[src/rtl/ucsbece152a_counter_pkg.sv]
// rtl/ucsbece152a_counter_pkg.sv - shared constants for the up/down counter
package ucsbece152a_counter_pkg;

  localparam int unsigned DEFAULT_WIDTH = 3;

  typedef enum logic {
    DIR_UP   = 1'b0,
    DIR_DOWN = 1'b1
  } dir_e;

endpackage

[src/rtl/ucsbece152a_counter.sv]
// rtl/ucsbece152a_counter.sv - modulo 2**WIDTH up/down counter with enable
module ucsbece152a_counter
  import ucsbece152a_counter_pkg::*;
#(
  parameter int unsigned WIDTH = DEFAULT_WIDTH
) (
  input  logic             clk,
  input  logic             rst,
  input  logic             enable_i,
  input  logic             dir_i,
  output logic [WIDTH-1:0] count_o
);

  logic [WIDTH-1:0] count_q;
  logic [WIDTH-1:0] count_d;

  // Wrap-around falls out of plain WIDTH-bit arithmetic.
  always_comb begin
    count_d = count_q;
    if (enable_i) begin
      if (dir_i == DIR_DOWN) begin
        count_d = count_q - WIDTH'(1);
      end else begin
        count_d = count_q + WIDTH'(1);
      end
    end
  end

  always_ff @(posedge clk or negedge rst) begin
    if (!rst) begin
      count_q <= '0;
    end else begin
      count_q <= count_d;
    end
  end

  assign count_o = count_q;

endmodule

[config.mk]
export PLATFORM = sky130hd
export DESIGN_NAME = ucsbece152a_counter
export DESIGN_NICKNAME = d
export VERILOG_FILES = /design/src/rtl/ucsbece152a_counter_pkg.sv /design/src/rtl/ucsbece152a_counter.sv
export SDC_FILE = /design/constraint.sdc
export NUM_CORES = 1
export LEC_CHECK = 0
export ABC_AREA = 1
export BUFFER_PORTS_ARGS = -buffer_cell sky130_fd_sc_hd__buf_4
export CAP_MARGIN = 10
export CORE_AREA = 2 2 39 41
export CTS_CLUSTER_SIZE = 14
export DETAILED_ROUTE_END_ITERATION = 8
export DIE_AREA = 0 0 41 43
export SYNTH_ARGS = -nofsm -noshare
export SYNTH_HDL_FRONTEND = slang
export SYNTH_SLANG_ARGS = --single-unit
[constraint.sdc]
create_clock -name clk -period 1.23 [get_ports clk]
set_input_delay 0.0615 -clock clk [delete_from_list [all_inputs] [get_ports clk]]
set_output_delay 0.0615 -clock clk [all_outputs]
set_load 0.005 [all_outputs]
### Yosys cells after proc, flatten, opt, wreduce, memory -nomap -nowiden

Index checks and enable logic that the tools add are counted.

| cells by class | value |
|---|---|
| $add $sub $neg | 2 |
| multiplexer cells | 1 |

Operators with widths:

| cell | count |
|---|---|
| $add A3 B1 Y3 const B | 1 |
| $mux W3 | 1 |
| $sub A3 B1 Y3 const B | 1 |

| storage, ports and cells | value |
|---|---|
| bits of input ports | 4 |
| word-level logic and storage cells | 4 |
| output and inout bits | 3 |
| bits in registers | 3 |

### Depth between registers and ports, before layout

| depth | value |
|---|---|
| depth in word-level cells | 2 |
| mapped depth | 7 |
| mapped depth without buffers | 7 |

### Worst setup path after synthesis

Ideal clock, no wire load.

| path | value |
|---|---|
| kind | reg2reg |
| from | register count_q[0], in the netlist count_o[0] |
| to | register count_q[2], in the netlist count_o[2] |
| setup time | 0.117 ns |
| setup slack | 0.034 ns |
| data arrival time | 1.079 ns |
| buffers on the path | 0 |
| clock period less this slack | 1.196 ns |
| cell stages (with the launch flop) | 7 |
| required time | 1.113 ns |
| cells stage by stage | dfrtp_1 -> inv_1 -> fa_1 -> nand2_2 -> nand3_1 -> nand2_1 -> nand2_1 |

| between the ends | value |
|---|---|
| longest elaborated chain between the ends | 2 |
| elaborated cells on any way between the ends | 3 |
| those cells by class | add/sub: 2; mux: 1 |

RTL lines:

| what | line | source |
|---|---|---|
| start: declaration | ucsbece152a_counter.sv:14 | `logic [WIDTH-1:0] count_q;` |
| start signal: assignment | ucsbece152a_counter.sv:33 | `count_q <= count_d;` |
| $add A3 B1 Y3 / $sub A3 B1 Y3 (equally long branches) | ucsbece152a_counter.sv:24, ucsbece152a_counter.sv:22 |  |
| $mux W3 (*) | ucsbece152a_counter.sv:21 | `if (dir_i == DIR_DOWN) begin` |

Every way passes the cells marked *; elsewhere a longest branch is shown, timed or not.
A chain may end at the register's enable or synchronous reset.

### Worst setup path in the final report

| path | value |
|---|---|
| from | register count_q[1], in the netlist count_o[1] |
| to | register count_q[2], in the netlist count_o[2] |

Same word-level chain as after synthesis.

==> results.py <==
metrics = {
    "clock_network": {
        "clockBufferDepth": 2,
        "post_cts_buffers": 0,
        "cts_tree": "yes",
        "h-tree-depth": 1,
        "clock_sinks": 3,
        "clk_pin_slew_ns": 0.04,
        "clockRootBuffer": "clkbuf_4",
        "cts_buffers": 3,
        "clock_latency_ns": 0.23,
    },
    "logic_synthesis": {
        "synth_area_sq_um": 160,
        "netlist_instances": 18,
        "syn-num-nets": 23,
        "seq_area_frac_synth_pct": 46.9,
        "yosysWarningCount": 0,
        "synth.avg_cell_area_sq_um": 8.90,
        "synth_top_cells_by_area": "dfrtp_1 (47%), fa_1 (13%), inv_1 (9.4%)",
        "yosys.area.top_type_share_pct": 46.9,
        "synth-seq-cells": 3,
        "synthDistinctLibCells": 11,
        "synth_top_area_cell": "dfrtp_1",
    },
    "power_and_ir_drop": {
        "internal_power_uw": 423,
        "powerDensity_mw_per_mm2": 2310,
        "vdd_ir_drop_max_mv": 0.356,
        "p_comb_share_pct": 43.5,
        "clkPwrFrac_pct": 27.6,
        "power_frac_seq_pct": 28.9,
        "power.switching_uw": 205,
        "switching_share_pct": 32.6,
        "p_leak_uw": 0.000142,
    },
    "placement": {
        "dp_hpwl_microns": 239,
        "port-buffer-count": 6,
        "gp_congestion": 0.536,
        "dp_cells": 41,
    },
    "detailed_routing": {
        "drtPass1Iterations": 4,
        "drt_iter0_markers": 2,
        "wl_per_cell_microns": 6.76,
        "drt-total-wl_microns": 311,
        "route.detailed.drc": 0,
        "vias": 152,
        "viasPerCell": 3.30,
        "antenna_left": 0,
    },
    "finish": {
        "largest_register_ffs": 3,
        "final_cells": 46,
        "layout.nets": 36,
        "area_growth_pct": 69.5,
        "drive_gt1_share_pct": 43.3,
        "diodes": 0,
        "final_core_util_pct": 19.6,
    },
    "setup_path": {
        "rr_startpoint": "count_o[1]",
        "cp_slowest_cell": "dfrtp_1",
        "critPathMostFrequentCell": "nand2_1",
        "start_kind": "flip-flop",
        "arrival_ns": 1.25,
        "cp_top_family": "flip-flops",
        "ff2ff_setup_slack_ns": 0.10,
        "endpoint": "count_o[2]",
        "startpoint": "count_o[1]",
        "crit_chain": "inv_1 > fa_2 > nand2_2 > nand3_1 > nand2_1 > nand2_1",
        "critical_path.max_fanout": 3,
        "cp_num_cells": 6,
        "reg2reg_to": "count_o[2]",
        "required_ns": 1.35,
        "slowest_delay_ns": 0.36,
        "endpoint_kind": "flip-flop",
        "crit_buf_inv": 1,
        "setup.worst_path.class": "reg2reg",
        "rr_worst_depth": 6,
    },
    "global_routing": {
        "grt-ovfl-total": 0,
        "grt_pass1_wl_microns": 448,
        "grt_pass1_vias": 110,
        "grt_use_total_pct": 5.14,
        "antenna_found_initial": 0,
        "grt_max_degree": 6,
    },
    "timing": {
        "worst_slew_pin_slew_ns": 0.138,
        "period_needed_ns": 1.13,
        "clock_skew_ns": 0.00240,
        "rsz0062_at_grt": "false",
        "finalMaxSlewViolations": 0,
        "fin_crit_sh_pct": 91.9,
        "max_freq_mhz": 885,
        "setup_viol_count_final": 0,
        "setup-tns-final_ns": 0,
        "hold_violations": 0,
        "slew_headroom_pct": 90.8,
    },
    "floorplan": {
        "coreArea_sq_mm": 0.00138,
        "die_x_microns": 41,
        "initial_core_util_pct": 11.6,
        "rows": 14,
        "dieArea_sq_mm": 0.00176,
        "ios": 7,
        "die_h_microns": 43,
    },
    "worst_hold_path": {
        "hold_path_class": "in2reg",
    },
    "status": {
        "outcome": "finished clean",
    },
    "job": {
        "maxCapViolations": 0,
    },
}
-- synth_stat cells --
library cell  number
nand2_1            3
nor2_1             1
fa_1               1
xor2_1             1
nand3_1            1
dfrtp_1            3
inv_2              1
a21oi_1            1
nand4_1            1
nand2_2            1
inv_1              4
-- area by class of cell --
cell class | instances | area [sq um]
clock buffers | 4 | 26.3
multi-input cells | 10 | 68.8
fillers | 161 | 1110
flip-flops and latches | 3 | 75.1
inverters | 5 | 18.8
well taps | 16 | 20.0
repair buffers | 8 | 62.6
-- through the flow --
step                      area [sq um]  power (uW)  setup WS (ns)  hold slack [ns]
after floorplan                    160         315         0.0341           -0.234
after global placement             233         445         0.0557           -0.147
after detailed placement           233         452         0.0475           -0.146
after CTS                          269         638         0.0384           0.0389
after global routing               272         689         0.0348           0.0317
final                              272         627          0.100           0.0458
-- per-layer routing --
metal	vias up	global-route usage (%)	share of wire, %
met2	4	4.69	47
met3	0	7.85	10
met4	0	6.00	0
met1	70	3.90	43
li1	78	-	-
met5	-	0	0
-- logic make-up after synthesis --
| family | count (synthesis) | synth area share (%) |
|---|---|---|
| flops | 3 | 46.9 |
| buf+inv | 5 | 11.7 |
| compound gates | 1 | 3.12 |
| fa+ha+maj | 1 | 12.5 |
| xor+xnor | 1 | 5.47 |
| simple gates | 7 | 20.3 |
-- power groups by stage --
stage               registers (uW)  logic [uW]  clock network, uW
detailed placement             182         270                  0
floorplan                      192         122                  0
finish                         181         273                173
CTS                            182         274                182
global placement               181         264                  0
global route                   184         309                196
-- cells in the final DEF, fill, tap and decap left out, drive strengths merged --
cell type,instances
nand2,4
nand4,1
clkbuf,4
xor2,1
inv,5
nand3,1
dlygate4sd3,1
nor2,1
a21oi,1
buf,7
dfrtp,3
fa,1
-- worst min-delay path by stage --
stage | from | to | slack, ns | cells after the start
6_report | enable_i | count_o[0] | 0.05 | 2
5_1_grt | enable_i | count_o[0] | 0.03 | 2
4_1_cts | enable_i | count_o[0] | 0.04 | 2
3_5_place_dp | rst | count_o[0] | -0.15 | 1
3_3_place_gp | rst | count_o[0] | -0.15 | 1
2_1_floorplan | rst | count_o[0] | -0.23 | 0
-- what timing repair did --
| action | 4_1_cts | 5_1_grt |
|---|---|---|
| endpoints found under the hold margin | 3 | 0 |
| hold buffers | 1 | 0 |
| setup endpoints to repair | 0 | 1 |
| resized for setup | 0 | 1 |
Note: power is estimated with default switching activity, not from simulation.
